<file path="src/rtl/alu_pkg.sv">
// Shared opcode encodings, flag bit positions and handshake FSM states for the
// sequential ALU and its multiplier.
package alu_pkg;

  localparam logic [7:0] OP_AND  = 8'h01;
  localparam logic [7:0] OP_OR   = 8'h02;
  localparam logic [7:0] OP_XOR  = 8'h03;
  localparam logic [7:0] OP_NOT  = 8'h04;
  localparam logic [7:0] OP_ADD  = 8'h05;
  localparam logic [7:0] OP_ADDU = 8'h06;
  localparam logic [7:0] OP_ADDC = 8'h07;
  localparam logic [7:0] OP_SUB  = 8'h09;
  localparam logic [7:0] OP_CMP  = 8'h0B;
  localparam logic [7:0] OP_MOV  = 8'h0D;
  localparam logic [7:0] OP_MUL  = 8'h0E;
  localparam logic [7:0] OP_LSH  = 8'h40;
  localparam logic [7:0] OP_ASH  = 8'h44;

  localparam int FLG_C = 0;
  localparam int FLG_L = 1;
  localparam int FLG_F = 2;
  localparam int FLG_Z = 3;
  localparam int FLG_N = 4;

  typedef enum logic [1:0] {
    IDLE = 2'd0,
    MUL  = 2'd1,
    HOLD = 2'd2
  } state_t;

endpackage

</file>
<file path="src/rtl/alu_mul_seq.sv">
// Unsigned radix-2 shift-add multiplier: start loads operands, then exactly
// WIDTH cycles later done pulses with the full 2*WIDTH product on product.
module alu_mul_seq #(
  parameter int WIDTH = 16
) (
  input  logic                 clk,
  input  logic                 rst_n,
  input  logic                 start,
  input  logic [WIDTH-1:0]     a,
  input  logic [WIDTH-1:0]     b,
  output logic                 done,
  output logic [2*WIDTH-1:0]   product
);

  localparam int CW = $clog2(WIDTH);

  logic               run;
  logic [CW-1:0]      cnt;
  logic [2*WIDTH-1:0] acc;
  logic [2*WIDTH-1:0] mcand;
  logic [WIDTH-1:0]   mplier;
  logic [2*WIDTH-1:0] acc_nxt;

  always_comb begin
    acc_nxt = acc;
    if (mplier[0]) acc_nxt = acc + mcand;
  end

  // The final partial product is folded in combinationally so the product is
  // presented in the same cycle as done.
  assign done    = run && (cnt == CW'(WIDTH - 1));
  assign product = acc_nxt;

  always_ff @(posedge clk or negedge rst_n) begin
    if (!rst_n) begin
      run <= 1'b0;
      cnt <= '0;
    end else if (start) begin
      run <= 1'b1;
      cnt <= '0;
    end else if (run) begin
      cnt <= cnt + 1'b1;
      if (done) run <= 1'b0;
    end
  end

  always_ff @(posedge clk) begin
    if (start) begin
      acc    <= '0;
      mcand  <= {{WIDTH{1'b0}}, a};
      mplier <= b;
    end else if (run) begin
      acc    <= acc_nxt;
      mcand  <= mcand << 1;
      mplier <= mplier >> 1;
    end
  end

endmodule

</file>
<file path="src/rtl/alu_seq.sv">
// Clocked ALU with valid/ready in and out channels, a persistent {N,Z,F,L,C}
// flag register and a multi-cycle multiplier.
module alu_seq
  import alu_pkg::*;
#(
  parameter int WIDTH = 16,
  parameter int SHW   = $clog2(WIDTH) + 1
) (
  input  logic             clk,
  input  logic             rst_n,
  input  logic             in_valid,
  output logic             in_ready,
  input  logic [7:0]       opcode,
  input  logic [WIDTH-1:0] a,
  input  logic [WIDTH-1:0] b,
  output logic             out_valid,
  input  logic             out_ready,
  output logic [WIDTH-1:0] result,
  output logic [4:0]       flags,
  output logic             busy
);

  state_t               state, state_nxt;
  logic                 accept;
  logic                 mul_start;
  logic                 mul_done;
  logic [2*WIDTH-1:0]   mul_prod;
  logic [WIDTH-1:0]     op_res;
  logic [4:0]           op_flg;
  logic                 upd_zn;
  logic [WIDTH:0]       sum;
  logic signed [WIDTH-1:0] sa, sb;

  assign sa = a;
  assign sb = b;

  // Positive amount shifts left; negative shifts right, saturating once the
  // magnitude reaches WIDTH.
  function automatic logic [WIDTH-1:0] shift_op(input logic [WIDTH-1:0] v,
                                                 input logic [SHW-1:0] amt,
                                                 input logic arith);
    logic [SHW:0]            mag;
    logic signed [WIDTH-1:0] sv;
    sv = v;
    if (!amt[SHW-1]) return v << amt[SHW-2:0];
    mag = -{amt[SHW-1], amt};
    if (mag >= (SHW+1)'(WIDTH)) begin
      if (arith) return {WIDTH{v[WIDTH-1]}};
      return '0;
    end
    if (arith) return sv >>> mag;
    return v >> mag;
  endfunction

  assign in_ready  = rst_n && ((state == IDLE) || ((state == HOLD) && out_ready));
  assign accept    = in_valid && in_ready;
  assign mul_start = accept && (opcode == OP_MUL);
  assign out_valid = (state == HOLD);
  assign busy      = (state == MUL);

  alu_mul_seq #(.WIDTH(WIDTH)) u_mul (
    .clk     (clk),
    .rst_n   (rst_n),
    .start   (mul_start),
    .a       (a),
    .b       (b),
    .done    (mul_done),
    .product (mul_prod)
  );

  always_comb begin
    op_res = '0;
    op_flg = flags;
    upd_zn = 1'b0;
    sum    = '0;
    case (opcode)
      OP_AND: begin op_res = a & b; upd_zn = 1'b1; end
      OP_OR:  begin op_res = a | b; upd_zn = 1'b1; end
      OP_XOR: begin op_res = a ^ b; upd_zn = 1'b1; end
      OP_NOT: begin op_res = ~a;    upd_zn = 1'b1; end
      OP_MOV: begin op_res = b;     upd_zn = 1'b1; end
      OP_ADD, OP_ADDC: begin
        sum = {1'b0, a} + {1'b0, b};
        if (opcode == OP_ADDC) sum = sum + {{WIDTH{1'b0}}, flags[FLG_C]};
        op_res        = sum[WIDTH-1:0];
        op_flg[FLG_C] = sum[WIDTH];
        op_flg[FLG_F] = (a[WIDTH-1] == b[WIDTH-1]) && (op_res[WIDTH-1] != a[WIDTH-1]);
        upd_zn        = 1'b1;
      end
      OP_ADDU: begin
        sum           = {1'b0, a} + {1'b0, b};
        op_res        = sum[WIDTH-1:0];
        op_flg[FLG_C] = sum[WIDTH];
      end
      OP_SUB: begin
        sum           = {1'b0, a} - {1'b0, b};
        op_res        = sum[WIDTH-1:0];
        op_flg[FLG_C] = sum[WIDTH];
        op_flg[FLG_F] = (a[WIDTH-1] != b[WIDTH-1]) && (op_res[WIDTH-1] != a[WIDTH-1]);
        upd_zn        = 1'b1;
      end
      OP_CMP: begin
        op_res        = a;
        op_flg[FLG_L] = (a < b);
        op_flg[FLG_N] = (sa < sb);
        op_flg[FLG_Z] = (a == b);
      end
      OP_LSH: begin
        op_res        = shift_op(a, b[SHW-1:0], 1'b0);
        op_flg[FLG_Z] = (op_res == '0);
      end
      OP_ASH: begin
        op_res        = shift_op(a, b[SHW-1:0], 1'b1);
        op_flg[FLG_Z] = (op_res == '0);
      end
      default: op_res = '0;
    endcase
    if (upd_zn) begin
      op_flg[FLG_Z] = (op_res == '0);
      op_flg[FLG_N] = op_res[WIDTH-1];
    end
  end

  always_comb begin
    state_nxt = state;
    case (state)
      IDLE: if (accept) state_nxt = (opcode == OP_MUL) ? MUL : HOLD;
      MUL:  if (mul_done) state_nxt = HOLD;
      HOLD: begin
        if (accept)         state_nxt = (opcode == OP_MUL) ? MUL : HOLD;
        else if (out_ready) state_nxt = IDLE;
      end
      default: state_nxt = IDLE;
    endcase
  end

  always_ff @(posedge clk or negedge rst_n) begin
    if (!rst_n) state <= IDLE;
    else        state <= state_nxt;
  end

  // Multiply only touches C; all other flags survive from the previous op.
  always_ff @(posedge clk or negedge rst_n) begin
    if (!rst_n) begin
      result <= '0;
      flags  <= '0;
    end else if (accept && (opcode != OP_MUL)) begin
      result <= op_res;
      flags  <= op_flg;
    end else if ((state == MUL) && mul_done) begin
      result       <= mul_prod[WIDTH-1:0];
      flags[FLG_C] <= |mul_prod[2*WIDTH-1:WIDTH];
    end
  end

endmodule
</file>
<file path="config.mk">
export PLATFORM = sky130hd
export DESIGN_NAME = alu_seq
export DESIGN_NICKNAME = d
export VERILOG_FILES = /design/src/rtl/alu_pkg.sv /design/src/rtl/alu_mul_seq.sv /design/src/rtl/alu_seq.sv
export SDC_FILE = /design/constraint.sdc
export NUM_CORES = 1
export LEC_CHECK = 0
export ABC_AREA = 1
export CORE_ASPECT_RATIO = 1.4
export CORE_MARGIN = 2
export CORE_UTILIZATION = 40
export CTS_BUF_LIST = sky130_fd_sc_hd__clkbuf_8
export DETAILED_ROUTE_END_ITERATION = 12
export GPL_TIMING_DRIVEN = 0
export MAX_ROUTING_LAYER = met4
export SLEW_MARGIN = 20
export SYNTH_ARGS = -nofsm -noshare
export SYNTH_HDL_FRONTEND = slang
export SYNTH_SLANG_ARGS = --single-unit
</file>
<file path="constraint.sdc">
create_clock -name clk -period 5.1 [get_ports clk]
set_clock_uncertainty 0.15 [all_clocks]
set_input_delay 1.02 -clock clk [delete_from_list [all_inputs] [get_ports clk]]
set_output_delay 1.02 -clock clk [all_outputs]
set_load 0.01 [all_outputs]
</file>
==> summary.txt, run 1 <==
Detailed routing
  • Highest layer used for signal routing: met4
  • Average wire length per cell after detail routing: between 20 and 25 um
  • Number of design rule violations left after detail routing: 0
  • Sum of routed wire segments on met1: 22720 um
  • Number of vias per cell: between 5 and 6
  • Total routed wirelength: just under 60000 um
  • Number of iterations in the first detailed-routing pass: 6
  • Count of vias placed by the detailed router: about 15000
  • Antenna viol nets, final: 0
  • Met3 wire len: about 3500 um
  • Routed wire length on met2: between 20000 and 30000 um
  • Violation count after the first detailed-routing iteration: 1257

Worst setup path
  • Sort of element at the start of the critical path: primary input
  • Family of cells with the greatest summed delay on the critical path: buffers and inverters
  • Highest cell delay on the worst timing path: just over 0.6 ns
  • Capturing element type of the critical path: flop
  • CP Data Required Time: around 5.3 ns
  • Cell type of the slowest stage on the worst timing path: sky130_fd_sc_hd__clkdlybuf4s50_1
  • Classification of the worst setup path: primary input to flop
  • Worst path bufs/invs: 7
  • Arrival time reported for the critical path endpoint: ~5 ns
  • Crit-path max FO: 21
  • Series of cell instances along the critical path: clkdlybuf4s50_1 -> inv_2 -> buf_2 -> buf_6 -> ha_1 -> buf_2 -> clkinvlp_4 -> clkbuf_2 -> nand3_1 -> nand2_1 -> nand3_1 -> nand2_1 -> nand3_1 -> nand2_1 -> nor2_1 -> nand3_1 -> nor2_1 -> nand3_1 -> nor2_1 -> nand3_1 -> nand2_1 -> nand2_1 -> nand2_1

Synth
  • Main synth FF type: sky130_fd_sc_hd__dfxtp_1
  • Simple logic cell fraction of the synthesized area: 0.3949
  • Synth Warn #: 0
  • Distinct cell type count after synthesis: 57
  • Post-Synthesis Net Count: between 2000 and 2500
  • Ranking of synthesized cells by area: sky130_fd_sc_hd__nand2_1, sky130_fd_sc_hd__nand3_1, sky130_fd_sc_hd__ha_1, sky130_fd_sc_hd__dfxtp_1, sky130_fd_sc_hd__edfxtp_1
  • EDFF count, synth: 32
  • Share of synthesized area occupied by flip-flops and latches: 0.2039
  • Area share of the largest cell type after synthesis: 0.1777
  • Dominant cell by count in the synthesized netlist: sky130_fd_sc_hd__nand2_1
  • Synthesized flop and latch total: about 110
  • Average size of a mapped cell: 5.956 um2
  • Compound-gate portion of the synthesized area: 0.1872
  • Post-synthesis share of cell area spent on xor and xnor gates: 0.02159
  • Proportion of register bits with asynchronous set or reset after synthesis: 0.2593
  • Adder-cell share of the synthesized area: 0.08636
  • Largest area contributor in the synthesized netlist: sky130_fd_sc_hd__nand2_1
  • Mapped cell area: between 0.01 and 0.015 mm2
  • Post-synthesis mux area share: 0.0007781
  • Syn Inst Count: between 2000 and 2500
  • List of most frequent post-synthesis cells: sky130_fd_sc_hd__nand2_1, sky130_fd_sc_hd__nand3_1, sky130_fd_sc_hd__inv_1, sky130_fd_sc_hd__nor2_1, sky130_fd_sc_hd__o21ai_0
  • Combinational family with the most area after synthesis: simple AND/OR/NAND/NOR gates

Layout
  • Synth-to-layout area growth: 10.76%
  • Filler cell count: 3573
  • Fraction of layout instances using a drive strength above 1: 0.04819
  • Post-Layout Inst Area: approximately 0.014 mm2
  • Antenna cell count: 0
  • Post-layout net count: about 2400

Timing
  • Count of endpoints failing hold in the final timing report: 0
  • Final max-slew violation count: 0
  • Fin crit period: 4.792 ns
  • Remaining max-slew budget at the tightest pin: 0.3387
  • Setup tns final: 0 ns
  • Number of endpoints failing setup at the final stage: 0
  • Worst Hold Margin: ~0.32 ns
  • Unrepaired setup endpoints after global routing: false
  • Maximum clock rate: 0.2087 GHz
  • Share of the cycle needed by the critical path after routing: 0.9395
  • Measured slew at the worst slew-check pin: between 0.9 and 1 ns

Clocking
  • TritonCTS clock tree: yes
  • Post-CTS Hold Fix Bufs: 0
  • Maximum clock insertion buffer count: 2
  • CTS clk-pin slew, worst paths: ~0.1 ns
  • Root buf cell: sky130_fd_sc_hd__clkbuf_8
  • Total CTS buffers: 9
  • Clock latency on the worst-skew pair: ~0.40 ns
  • H-tree depth: 3
  • Clock tree sinks: 108

Placed design
  • Number of port buffers: 67
  • Placed Area: around 0.014 mm2
  • DPL Wire Length: 49760 um
  • Final weighted congestion in routability-driven placement: about 1.1

Power and ir drop
  • Leakage: 0.006808 uW
  • Maximum ir drop on the vdd rail: 0.1405 mV
  • Power density relative to cell area: ~340 mW/mm2

GRT
  • Combined global-route utilization of all metal layers: 0.3581
  • Antenna violations before repair: 1
  • Largest net degree at the start of global routing: 31
  • Vias in the first global route: approximately 15000
  • Total global routing overflow: 0
  • Global-route wire length before repair: 87970 um

Floorplan
  • Io pins: 68
  • Die area: 0.03363 mm2
  • Die height: 216.2 um
  • Die width: 155.6 um
  • Num rows: 77
  • Effective utilization at floorplan: 0.4071
  • Core footprint: about 0.032 mm2

Job
  • Reported max-cap violation count: 0

Hold path
  • Worst hold path class: primary input to async pin

Status
  • Result of the run: completed
worst paths after layout:
check,slack [ns],endpoint,cells after the start,start
max,0.31,flags[3]$_DFFE_PN0P_,23,b[0]
min,0.32,u_mul.cnt[3]$_DFFE_PN0P_,1,rst_n
max reg2reg,1.28,flags[0]$_DFFE_PN0P_,17,u_mul.mcand[0]$_SDFFCE_PN0P_
min reg2reg,0.34,u_mul.acc[16]$_SDFFE_PP0P_,2,u_mul.acc[16]$_SDFFE_PP0P_
max in group asynchronous,4.06,result[9]$_DFFE_PN0P_,2,rst_n
min in group clk,0.34,u_mul.acc[16]$_SDFFE_PP0P_,2,u_mul.acc[16]$_SDFFE_PP0P_
where the power goes:
group	switching, uW	internal [uW]
Sequential	156	1110
Clock	311	191
Combinational	2050	1060
Total	2520	2360
worst reg2reg max path, stage by stage (launching register included):
cell and delay (ns):
sky130_fd_sc_hd__edfxtp_1 0.48, sky130_fd_sc_hd__ha_1 0.21, sky130_fd_sc_hd__inv_1 0.05, sky130_fd_sc_hd__fa_1 0.41, sky130_fd_sc_hd__nand3b_1 0.17, sky130_fd_sc_hd__nand2_1 0.20, sky130_fd_sc_hd__a21oi_1 0.20, sky130_fd_sc_hd__o21ai_0 0.56
sky130_fd_sc_hd__nand3_1 0.14, sky130_fd_sc_hd__nand2_1 0.18, sky130_fd_sc_hd__xor2_1 0.16, sky130_fd_sc_hd__o21ai_0 0.15, sky130_fd_sc_hd__nor2_1 0.12, sky130_fd_sc_hd__nand2_1 0.06, sky130_fd_sc_hd__nor2_1 0.22, sky130_fd_sc_hd__nand3_1 0.13
sky130_fd_sc_hd__nand2_1 0.08, sky130_fd_sc_hd__nand2_1 0.05
routing by layer:
layer | vias up | GRT usage
li1 | 7394 | -
met1 | 7102 | 0.4067
met2 | 654 | 0.6145
met3 | 169 | 0.03619
met4 | 0 | 0.1988
met5 | - | -
cell families (layout without fill, tap and decap cells):
logic type                 after synthesis  after routing
and+or+nand+nor                       1173           1173
AOI/OAI and AO/OA                      420            420
buffers and inverters                  341            422
DFF                                    108            108
adders and majority gates               87             87
xor gates and xnor gates                30             30
muxes                                    1              1
registers in the layout (all words and copies together) (netlist names):
register / cells
u_mul.mplier: 16
u_mul.acc: 32
u_mul.cnt: 4
flags: 5
u_mul.mcand: 32
state: 2
result: 16
u_mul.run: 1
area by class of cell:
type	instances	area (um2)	share of cell area
Clock inverter	6	37.54	0.002634
Buffer	80	375.4	0.02634
Clock buffer	10	137.6	0.009659
Multi-Input combinational cell	1711	8904	0.6249
Tap cell	395	494.2	0.03469
Sequential cell	108	2623	0.1841
Timing Repair Buffer	69	705.7	0.04953
Inverter	257	972.2	0.06823
stage by stage:
step / total power [uW] / setup slack (ns) / std cells / util
5_1_grt: 5284 / 0.03352 / 2636 / 0.4509
6_report: 4876 / 0.3083 / 2636 / 0.4509
3_5_place_dp: 4319 / -0.4676 / 2624 / 0.4451
3_3_place_gp: 4309 / -1.056 / 2622 / 0.4440
4_1_cts: 4834 / 0.06089 / 2638 / 0.4504
2_1_floorplan: 3387 / 1.348 / 2160 / -
cells in the final DEF (no fill, tap or decap), types with 5 or more instances in the layout:
master                            instances
sky130_fd_sc_hd__nand2_1                609
sky130_fd_sc_hd__nand3_1                268
sky130_fd_sc_hd__inv_1                  237
sky130_fd_sc_hd__nor2_1                 184
sky130_fd_sc_hd__o21ai_0                176
sky130_fd_sc_hd__a21oi_1                 92
sky130_fd_sc_hd__ha_1                    83
sky130_fd_sc_hd__clkdlybuf4s50_1         66
sky130_fd_sc_hd__dfxtp_1                 48
sky130_fd_sc_hd__o22ai_1                 47
sky130_fd_sc_hd__clkbuf_1                41
sky130_fd_sc_hd__nand4_1                 39
sky130_fd_sc_hd__edfxtp_1                32
sky130_fd_sc_hd__dfrtp_1                 28
sky130_fd_sc_hd__o211ai_1                26
sky130_fd_sc_hd__buf_2                   23
sky130_fd_sc_hd__nor3_1                  22
sky130_fd_sc_hd__xor2_1                  22
sky130_fd_sc_hd__o21ai_1                 17
sky130_fd_sc_hd__inv_2                   13
sky130_fd_sc_hd__a31oi_1                 13
sky130_fd_sc_hd__o221ai_1                12
sky130_fd_sc_hd__nor2_2                  10
sky130_fd_sc_hd__o21bai_1                10
sky130_fd_sc_hd__clkbuf_8                10
sky130_fd_sc_hd__nand3b_1                 9
sky130_fd_sc_hd__a21o_1                   6
sky130_fd_sc_hd__xnor2_1                  6
sky130_fd_sc_hd__clkbuf_2                 5
sky130_fd_sc_hd__clkinv_1                 5
sky130_fd_sc_hd__nor4_1                   5
sky130_fd_sc_hd__o21a_1                   5
sky130_fd_sc_hd__buf_1                    5
sky130_fd_sc_hd__o221a_2                  5
timing repair:
item,CTS,global route
buffers inserted,0,0
gates resized for setup,0,8
endpoints found under the setup margin,1,5
No activity file was read; power rests on OpenSTA's default activity.
==> inputs of run 2 (changes only) <==
--- a/config.mk
+++ b/config.mk
@@ -9,7 +9,7 @@
 export CORE_ASPECT_RATIO = 1.4
 export CORE_MARGIN = 2
 export CORE_UTILIZATION = 40
-export CTS_BUF_LIST = sky130_fd_sc_hd__clkbuf_8
+export CTS_BUF_LIST = sky130_fd_sc_hd__clkbuf_16
 export DETAILED_ROUTE_END_ITERATION = 12
 export GPL_TIMING_DRIVEN = 0
 export MAX_ROUTING_LAYER = met4
==> summary.txt, run 2 (same netlist as run 1, synthesis figures left out) <==
Timing
  • Measured slew at the worst slew-check pin: 1.000 ns (was 0.9844 ns)
  • Number of endpoints failing setup at the final stage: 0 (unchanged)
  • Remaining max-slew budget at the tightest pin: 0.3279 (was 0.3387)
  • Share of the cycle needed by the critical path after routing: 0.9431 (was 0.9395)
  • Count of endpoints failing hold in the final timing report: 0 (unchanged)
  • Fin crit period: 4.810 ns (was 4.792 ns)
  • Unrepaired setup endpoints after global routing: false (unchanged)
  • Final max-slew violation count: 0 (unchanged)
  • Maximum clock rate: 0.2079 GHz (was 0.2087 GHz)

Detailed routing
  • Number of iterations in the first detailed-routing pass: 6 (unchanged)
  • Met3 wire len: 3807 um (was 3490 um)
  • Number of design rule violations left after detail routing: 0 (unchanged)
  • Total routed wirelength: 59280 um (was 59180 um)
  • Sum of routed wire segments on met1: 22570 um (was 22720 um)
  • Routed wire length on met2: 29000 um (was 29090 um)
  • Count of vias placed by the detailed router: 15412 (was 15319)
  • Average wire length per cell after detail routing: 22.46 um (was 22.45 um)
  • Violation count after the first detailed-routing iteration: 1322 (was 1257)
  • Number of vias per cell: 5.838 (was 5.811)
  • Antenna viol nets, final: 0 (unchanged)
  • Highest layer used for signal routing: met4 (unchanged)

Clocking
  • Clock latency on the worst-skew pair: 0.37 ns (was 0.40 ns)
  • Maximum clock insertion buffer count: 2 (unchanged)
  • Root buf cell: sky130_fd_sc_hd__clkbuf_16 (was sky130_fd_sc_hd__clkbuf_8)
  • TritonCTS clock tree: yes (unchanged)
  • H-tree depth: 3 (unchanged)
  • Total CTS buffers: 9 (unchanged)
  • Clock tree sinks: 108 (unchanged)
  • CTS clk-pin slew, worst paths: 0.07 ns (was 0.10 ns)

Hold path
  • Worst hold path class: flop to flop (was primary input to async pin)

Worst setup path
  • Crit-path max FO: 11 (was 21)
  • Arrival time reported for the critical path endpoint: 4.97 ns (was 4.99 ns)
  • Capturing element type of the critical path: flop (unchanged)
  • Highest cell delay on the worst timing path: 0.53 ns (was 0.62 ns)
  • Cell type of the slowest stage on the worst timing path: sky130_fd_sc_hd__clkdlybuf4s50_1 (unchanged)
  • Sort of element at the start of the critical path: primary input (unchanged)
  • Most common cell type on the critical path: sky130_fd_sc_hd__nand2_1
  • CP Data Required Time: 5.26 ns (was 5.30 ns)
  • Classification of the worst setup path: primary input to flop (unchanged)

Placed design
  • Cells after DPL: 2624 (unchanged)
  • Placed Area: 0.01407 mm2 (unchanged)
  • DPL Wire Length: 49760 um (unchanged)
  • Final weighted congestion in routability-driven placement: 1.057 (unchanged)
  • Number of port buffers: 67 (unchanged)

Floorplan
  • Effective utilization at floorplan: 0.4071 (unchanged)
  • Core footprint: 0.03160 mm2 (unchanged)
  • Io pins: 68 (unchanged)
  • Num rows: 77 (unchanged)
  • Die width: 155.6 um (unchanged)
  • Die area: 0.03363 mm2 (unchanged)
  • Die height: 216.2 um (unchanged)

Layout
  • Post-Layout Inst Area: 0.01436 mm2 (was 0.01425 mm2)
  • Largest registers: u_mul.acc x32, u_mul.mcand x32 (unchanged)
  • Fraction of layout instances using a drive strength above 1: 0.04857 (was 0.04819)
  • Post-layout net count: 2370 (was 2367)
  • Filler cell count: 3550 (was 3573)
  • Most frequent standard cell in the layout excluding fill and tap cells: sky130_fd_sc_hd__nand2_1 (unchanged)
  • Synth-to-layout area growth: 11.65% (was 10.76%)
  • Non-filler instance count after layout: 2640 (was 2636)
  • Commonest cells after routing, fill and taps aside: sky130_fd_sc_hd__nand2_1, sky130_fd_sc_hd__nand3_1, sky130_fd_sc_hd__inv_1, sky130_fd_sc_hd__nor2_1, sky130_fd_sc_hd__o21ai_0 (unchanged)

Power and ir drop
  • Power density relative to cell area: 350.6 mW/mm2 (was 342.2 mW/mm2)
  • Maximum ir drop on the vdd rail: 0.1855 mV (was 0.1405 mV)
  • Final Power: 5036 uW (was 4876 uW)
  • Leakage: 0.006869 uW (was 0.006808 uW)

GRT
  • Total global routing overflow: 0 (unchanged)
  • Largest net degree at the start of global routing: 31 (unchanged)
  • Global-route wire length before repair: 88020 um (was 87970 um)
  • Vias in the first global route: 14824 (was 14794)
  • Antenna violations before repair: 1 (unchanged)
  • Combined global-route utilization of all metal layers: 0.3580 (was 0.3581)

Job
  • Reported max-cap violation count: 0 (unchanged)

Status
  • Result of the run: completed (unchanged)
[run 2: cell count changes in the layout (fill, tap and decap cells not counted)]
cell / change
sky130_fd_sc_hd__clkbuf_16: +9
sky130_fd_sc_hd__clkbuf_8: -10
sky130_fd_sc_hd__diode_2: +1
sky130_fd_sc_hd__buf_4: +2
sky130_fd_sc_hd__dlymetal6s2s_1: +1
sky130_fd_sc_hd__clkinv_1: +1
sky130_fd_sc_hd__clkdlybuf4s50_1: -1
sky130_fd_sc_hd__buf_1: +1
[run 2: worst paths after layout]
path,start,end,slack [ns],depth (start not counted)
setup / recovery,b[2],flags[3]$_DFFE_PN0P_,0.29,26
hold / removal,u_mul.acc[16]$_SDFFE_PP0P_,u_mul.acc[16]$_SDFFE_PP0P_,0.34,2
setup reg to reg,u_mul.mcand[0]$_SDFFCE_PN0P_,flags[0]$_DFFE_PN0P_,1.24,17
hold reg to reg,u_mul.acc[16]$_SDFFE_PP0P_,u_mul.acc[16]$_SDFFE_PP0P_,0.34,2
max in group asynchronous,rst_n,result[3]$_DFFE_PN0P_,4.01,2
min in group asynchronous,rst_n,state[1]$_DFFE_PN0P_,0.37,1
[run 2: layout make-up]
| cell class | instances | area (um2) | share of cell area |
|---|---|---|---|
| Multi-Input combinational cell | 1711 | 8904 | 0.6199 |
| Clock inverter | 7 | 41.29 | 0.002875 |
| Antenna cell | 1 | 2.502 | 0.0001742 |
| Buffer | 81 | 379.1 | 0.02639 |
| Clock buffer | 9 | 225.2 | 0.01568 |
| Timing Repair Buffer | 71 | 723.2 | 0.05035 |
| Sequential cell | 108 | 2623 | 0.1826 |
| Inverter | 257 | 972.2 | 0.06768 |
| Tap cell | 395 | 494.2 | 0.03441 |
[run 2: routing by layer]
metal,up-vias,GRT usage
met5,-,-
met4,0,0.1994
met3,179,0.04099
met2,672,0.6150
met1,7144,0.4030
li1,7417,-
[run 2: what timing repair did]
| action | in CTS | in global routing |
|---|---|---|
| hold buffers | 0 | 0 |
| endpoints found under the setup margin | 1 | 5 |
| resized for setup | 1 | 8 |
| buffers inserted | 0 | 2 |
[run 2: through the flow]
stage / hold WS (ns) / setup TNS (ns) / setup slack [ns] / utilization
floorplan: 0.3035 / 0 / 1.348 / -
global placement: 0.3287 / -54.21 / -1.056 / 0.4440
detailed placement: 0.3313 / -2.378 / -0.4676 / 0.4451
CTS: 0.3437 / 0 / 0.01446 / 0.4535
global route: 0.3651 / 0 / 0.004846 / 0.4545
finish: 0.3427 / 0 / 0.2903 / 0.4545
[run 2: worst max-delay path: cells and delay by family]
kind	cells	cell delay, ns
fa+ha+maj	1	0.37
buf+inv	7	1.36
simple gates	18	2.21
[run 2: power breakdown]
| group | switching [uW] | internal (uW) |
|---|---|---|
| Sequential | 157 | 1110 |
| Combinational | 2050 | 1060 |
| Clock | 333 | 329 |
| Total | 2540 | 2500 |
==> inputs of run 3 (changes only) <==
--- a/config.mk
+++ b/config.mk
@@ -5,8 +5,7 @@
 export SDC_FILE = /design/constraint.sdc
 export NUM_CORES = 1
 export LEC_CHECK = 0
-export ABC_AREA = 1
-export CORE_ASPECT_RATIO = 1.4
+export CORE_ASPECT_RATIO = 0.9
 export CORE_MARGIN = 2
 export CORE_UTILIZATION = 40
 export CTS_BUF_LIST = sky130_fd_sc_hd__clkbuf_16
==> constraint.sdc (replaced) <==
create_clock -name clk -period 4.86 [get_ports clk]
set_clock_uncertainty 0.15 [all_clocks]
set_input_delay 0.972 -clock clk [delete_from_list [all_inputs] [get_ports clk]]
set_output_delay 0.972 -clock clk [all_outputs]
set_load 0.01 [all_outputs]
==> summary.txt, run 3 <==
Worst setup path
  • Series of cell instances along the critical path: clkdlybuf4s50_1 -> buf_6 -> inv_1 -> ha_1 -> buf_1 -> inv_1 -> a21oi_1 -> o21bai_1 -> a221oi_2 -> xor2_1 -> a221oi_1 -> o21a_1 -> nand4_1 -> o31ai_2
  • Arrival time reported for the critical path endpoint: 4.88 ns (was 4.97 ns)
  • Count of cell instances traversed by the critical path: 14 (was 26)
  • Cell type of the slowest stage on the worst timing path: sky130_fd_sc_hd__clkdlybuf4s50_1 (unchanged)
  • CP Data Required Time: 4.98 ns (was 5.26 ns)
  • Worst reg2reg path endpoint: flags[0]$_DFFE_PN0P_ (unchanged)
  • Setup slack of the most critical reg-to-reg path: 0.74 ns (was 1.24 ns)
  • Family of cells with the greatest summed delay on the critical path: compound AO/OA/AOI/OAI gates (was simple AND/OR/NAND/NOR gates)
  • R2r worst-path depth: 14 (was 17)
  • Critical path origin: a[9] (was b[2])
  • Startpoint of the most critical register-to-register path: u_mul.acc[0]$_SDFFE_PP0P_ (was u_mul.mcand[0]$_SDFFCE_PN0P_)
  • Classification of the worst setup path: primary input to flop (unchanged)
  • End point of the critical path: flags[3]$_DFFE_PN0P_ (unchanged)
  • Most common cell type on the critical path: sky130_fd_sc_hd__inv_1 (was sky130_fd_sc_hd__nand2_1)
  • Capturing element type of the critical path: flop (unchanged)
  • Highest cell delay on the worst timing path: 0.60 ns (was 0.53 ns)
  • Crit-path max FO: 10 (was 11)
  • Sort of element at the start of the critical path: primary input (unchanged)
  • Worst path bufs/invs: 5 (was 7)

Detailed routing
  • Met3 wire len: 4179 um (was 3807 um)
  • Count of vias placed by the detailed router: 13557 (was 15412)
  • Routed wire length on met2: 23830 um (was 29000 um)
  • Number of vias per cell: 6.398 (was 5.838)
  • Sum of routed wire segments on met1: 25720 um (was 22570 um)
  • Average wire length per cell after detail routing: 26.28 um (was 22.46 um)
  • Highest layer used for signal routing: met4 (unchanged)
  • Violation count after the first detailed-routing iteration: 1524 (was 1322)
  • Number of design rule violations left after detail routing: 0 (unchanged)
  • Antenna viol nets, final: 0 (unchanged)
  • Total routed wirelength: 55690 um (was 59280 um)
  • Number of iterations in the first detailed-routing pass: 5 (was 6)

Power and ir drop
  • Maximum ir drop on the vdd rail: 0.2081 mV (was 0.1855 mV)
  • Sw frac: 0.4577 (was 0.5040)
  • Pint: 2732 uW (was 2498 uW)
  • Sw Pwr: 2306 uW (was 2538 uW)
  • Power density relative to cell area: 336.5 mW/mm2 (was 350.6 mW/mm2)
  • Part of the total power dissipated in sequential elements: 0.262 (was 0.252)
  • Leakage: 0.005934 uW (was 0.006869 uW)
  • Final Power: 5038 uW (was 5036 uW)
  • Clock Power Share: 0.163 (was 0.132)
  • Fraction of power consumed by combinational cells: 0.575 (was 0.617)

Placed design
  • Worst slack at placement: -2.350 ns (was -0.4676 ns)
  • Final weighted congestion in routability-driven placement: 1.007 (was 1.057)
  • Number of port buffers: 65 (was 67)
  • DPL Wire Length: 43830 um (was 49760 um)

Synth
  • Dominant cell by count in the synthesized netlist: sky130_fd_sc_hd__nor2_1 (was sky130_fd_sc_hd__nand2_1)
  • Ranking of synthesized cells by area: sky130_fd_sc_hd__ha_1, sky130_fd_sc_hd__dfxtp_1, sky130_fd_sc_hd__edfxtp_1, sky130_fd_sc_hd__mux2i_1, sky130_fd_sc_hd__dfrtp_1 (was sky130_fd_sc_hd__nand2_1, sky130_fd_sc_hd__nand3_1, sky130_fd_sc_hd__ha_1, sky130_fd_sc_hd__dfxtp_1, sky130_fd_sc_hd__edfxtp_1)
  • Share of synthesized area occupied by flip-flops and latches: 0.2124 (was 0.2039)
  • Largest area contributor in the synthesized netlist: sky130_fd_sc_hd__ha_1 (was sky130_fd_sc_hd__nand2_1)
  • Synth Warn #: 0 (unchanged)
  • Synthesized flop and latch total: 108 (unchanged)
  • Mapped cell area: 0.01235 mm2 (was 0.01286 mm2)
  • Syn Inst Count: 1587 (was 2160)
  • Main synth FF type: sky130_fd_sc_hd__dfxtp_1 (unchanged)
  • Distinct cell type count after synthesis: 90 (was 57)
  • Proportion of register bits with asynchronous set or reset after synthesis: 0.2593 (unchanged)
  • Area share of the largest cell type after synthesis: 0.08513 (was 0.1777)
  • Post-Synthesis Net Count: 1718 (was 2291)
  • EDFF count, synth: 32 (unchanged)
  • Average size of a mapped cell: 7.779 um2 (was 5.956 um2)
  • List of most frequent post-synthesis cells: sky130_fd_sc_hd__nor2_1, sky130_fd_sc_hd__nand2_1, sky130_fd_sc_hd__a21oi_1, sky130_fd_sc_hd__o21ai_0, sky130_fd_sc_hd__ha_1 (was sky130_fd_sc_hd__nand2_1, sky130_fd_sc_hd__nand3_1, sky130_fd_sc_hd__inv_1, sky130_fd_sc_hd__nor2_1, sky130_fd_sc_hd__o21ai_0)

Layout
  • Post-layout net count: 1835 (was 2370)
  • Filler cell count: 3051 (was 3550)
  • Most frequent standard cell in the layout excluding fill and tap cells: sky130_fd_sc_hd__nor2_1 (was sky130_fd_sc_hd__nand2_1)
  • Commonest cells after routing, fill and taps aside: sky130_fd_sc_hd__nor2_1, sky130_fd_sc_hd__nand2_1, sky130_fd_sc_hd__a21oi_1, sky130_fd_sc_hd__o21ai_0, sky130_fd_sc_hd__mux2i_1 (was sky130_fd_sc_hd__nand2_1, sky130_fd_sc_hd__nand3_1, sky130_fd_sc_hd__inv_1, sky130_fd_sc_hd__nor2_1, sky130_fd_sc_hd__o21ai_0)
  • Largest registers: u_mul.acc x32, u_mul.mcand x32 (unchanged)
  • Synth-to-layout area growth: 21.29% (was 11.65%)
  • Fraction of layout instances using a drive strength above 1: 0.1521 (was 0.04857)
  • Post-Route Utilization: 0.4893 (was 0.4545)

GRT
  • Global-route wire length before repair: 81680 um (was 88020 um)
  • Vias in the first global route: 12675 (was 14824)
  • Combined global-route utilization of all metal layers: 0.3472 (was 0.3580)
  • Total global routing overflow: 0 (unchanged)
  • Antenna violations before repair: 1 (unchanged)
  • Largest net degree at the start of global routing: 31 (unchanged)

Timing
  • Final WS setup: 0.09953 ns (was 0.2903 ns)
  • Count of endpoints failing hold in the final timing report: 0 (unchanged)
  • Measured slew at the worst slew-check pin: 1.017 ns (was 1.000 ns)
  • Final max-slew violation count: 0 (unchanged)
  • Fin crit period: 4.760 ns
  • Share of the cycle needed by the critical path after routing: 0.9795
  • Maximum clock rate: between 0.2 and 0.25 GHz
  • Remaining max-slew budget at the tightest pin: 0.3169 (was 0.3279)
  • Number of endpoints failing setup at the final stage: 0 (unchanged)
  • Setup tns final: 0 ns (unchanged)

Clocking
  • Clock latency on the worst-skew pair: 0.37 ns (about the same)
  • TritonCTS clock tree: yes (unchanged)
  • Clock tree sinks: 108 (unchanged)
  • H-tree depth: 3 (unchanged)
  • Maximum clock insertion buffer count: 2 (unchanged)
  • Total CTS buffers: 9 (unchanged)
  • CTS clk-pin slew, worst paths: 0.07 ns (about the same)
  • Root buf cell: sky130_fd_sc_hd__clkbuf_16 (unchanged)

Floorplan
  • Io pins: 68 (unchanged)
  • Core footprint: 0.03061 mm2 (was 0.03160 mm2)
  • Die width: 189.2 um (was 155.6 um)
  • Num rows: 61 (was 77)
  • Effective utilization at floorplan: 0.4034 (was 0.4071)
  • Die area: 0.03229 mm2 (was 0.03363 mm2)
  • Die height: 170.7 um (was 216.2 um)

Hold path
  • Worst hold path class: flop to flop (unchanged)

Status
  • Result of the run: completed (unchanged)

Job
  • Reported max-cap violation count: 0 (unchanged)
[run 3: area by class of cell]
cell class / instances / area (um2) / share of cell area
diodes: 1 / 2.502 / 0.0001671
plain buffers: 107 / 640.6 / 0.04278
clock buffers: 12 / 300.3 / 0.02005
clock inverters: 4 / 32.53 / 0.002172
inverters: 63 / 286.5 / 0.01913
multi-input cells: 1300 / 9568 / 0.6390
flip-flops and latches: 108 / 2623 / 0.1751
well taps: 409 / 511.7 / 0.03417
repair buffers: 115 / 1010 / 0.06743
[run 3: per-layer routing]
| layer | vias to the layer above | track usage |
|---|---|---|
| li1 | 6155 | - |
| met1 | 6626 | 0.4854 |
| met2 | 661 | 0.5115 |
| met3 | 115 | 0.04738 |
| met4 | 0 | 0.1226 |
| met5 | - | - |
[run 3: how the worst min path moves through the flow]
stage                          startpoint                          to  slack [ns]  cells past startpoint
4_1_cts         u_mul.acc[0]$_SDFFE_PP0P_   u_mul.acc[0]$_SDFFE_PP0P_        0.34                      2
2_1_floorplan  u_mul.acc[25]$_SDFFE_PP0P_  u_mul.acc[25]$_SDFFE_PP0P_        0.30                      2
3_3_place_gp    u_mul.acc[0]$_SDFFE_PP0P_   u_mul.acc[0]$_SDFFE_PP0P_        0.32                      2
6_report       u_mul.acc[23]$_SDFFE_PP0P_  u_mul.acc[23]$_SDFFE_PP0P_        0.34                      2
3_5_place_dp    u_mul.acc[0]$_SDFFE_PP0P_   u_mul.acc[0]$_SDFFE_PP0P_        0.33                      2
5_1_grt        u_mul.acc[23]$_SDFFE_PP0P_  u_mul.acc[23]$_SDFFE_PP0P_        0.36                      2
[run 3: timing repair]
action / CTS / global route
hold buffers: 0 / 0
setup buffers: 32 / 17
pin swaps: 25 / 17
endpoints found under the hold margin: 0 / 0
endpoints found under the setup margin: 21 / 5
gates resized for setup: 161 / 66
[run 3: power groups by stage]
stage	Combinational (uW)	Clock (uW)	Sequential, uW
floorplan	1890	0	1270
global placement	2630	0	1330
detailed placement	2650	0	1330
CTS	2770	831	1310
global route	3130	865	1340
finish	2900	822	1320
[run 3: cells by family (layout without fill, tap and decap cells)]
group                    after synthesis  after routing  synth area share
other                                  0              1                 0
buffers and inverters                179            301           0.05909
XOR/XNOR                              67             67           0.04753
multiplexers                         113            113            0.1086
adder cells (fa/ha/maj)               87             87           0.09000
AO/OA/AOI/OAI                        495            495            0.2747
flip-flops                           108            108            0.2124
AND/OR/NAND/NOR                      538            538            0.2077
[run 3: worst register-to-register path: stages, from the launching register on]
cell                       delay, ns
sky130_fd_sc_hd__dfxtp_1        0.36
sky130_fd_sc_hd__ha_1           0.21
sky130_fd_sc_hd__inv_1          0.07
sky130_fd_sc_hd__fa_1           0.39
sky130_fd_sc_hd__nor2b_1        0.23
sky130_fd_sc_hd__o211ai_1       0.13
sky130_fd_sc_hd__a21bo_2        0.24
sky130_fd_sc_hd__a2111o_1       0.55
sky130_fd_sc_hd__a311oi_1       0.52
sky130_fd_sc_hd__a311o_1        0.28
sky130_fd_sc_hd__a21oi_1        0.10
sky130_fd_sc_hd__xor2_1         0.23
sky130_fd_sc_hd__o211ai_1       0.13
sky130_fd_sc_hd__nor4_1         0.31
sky130_fd_sc_hd__a31oi_1        0.12
[run 3: through the flow]
step           instance area, um2  std cells  hold WS, ns
6_report                    14970       2119       0.3393
5_1_grt                     14970       2119       0.3641
4_1_cts                     14690       2105       0.3400
3_5_place_dp                13560       2062       0.3301
3_3_place_gp                13530       2061       0.3214
2_1_floorplan               12370       1587       0.2996
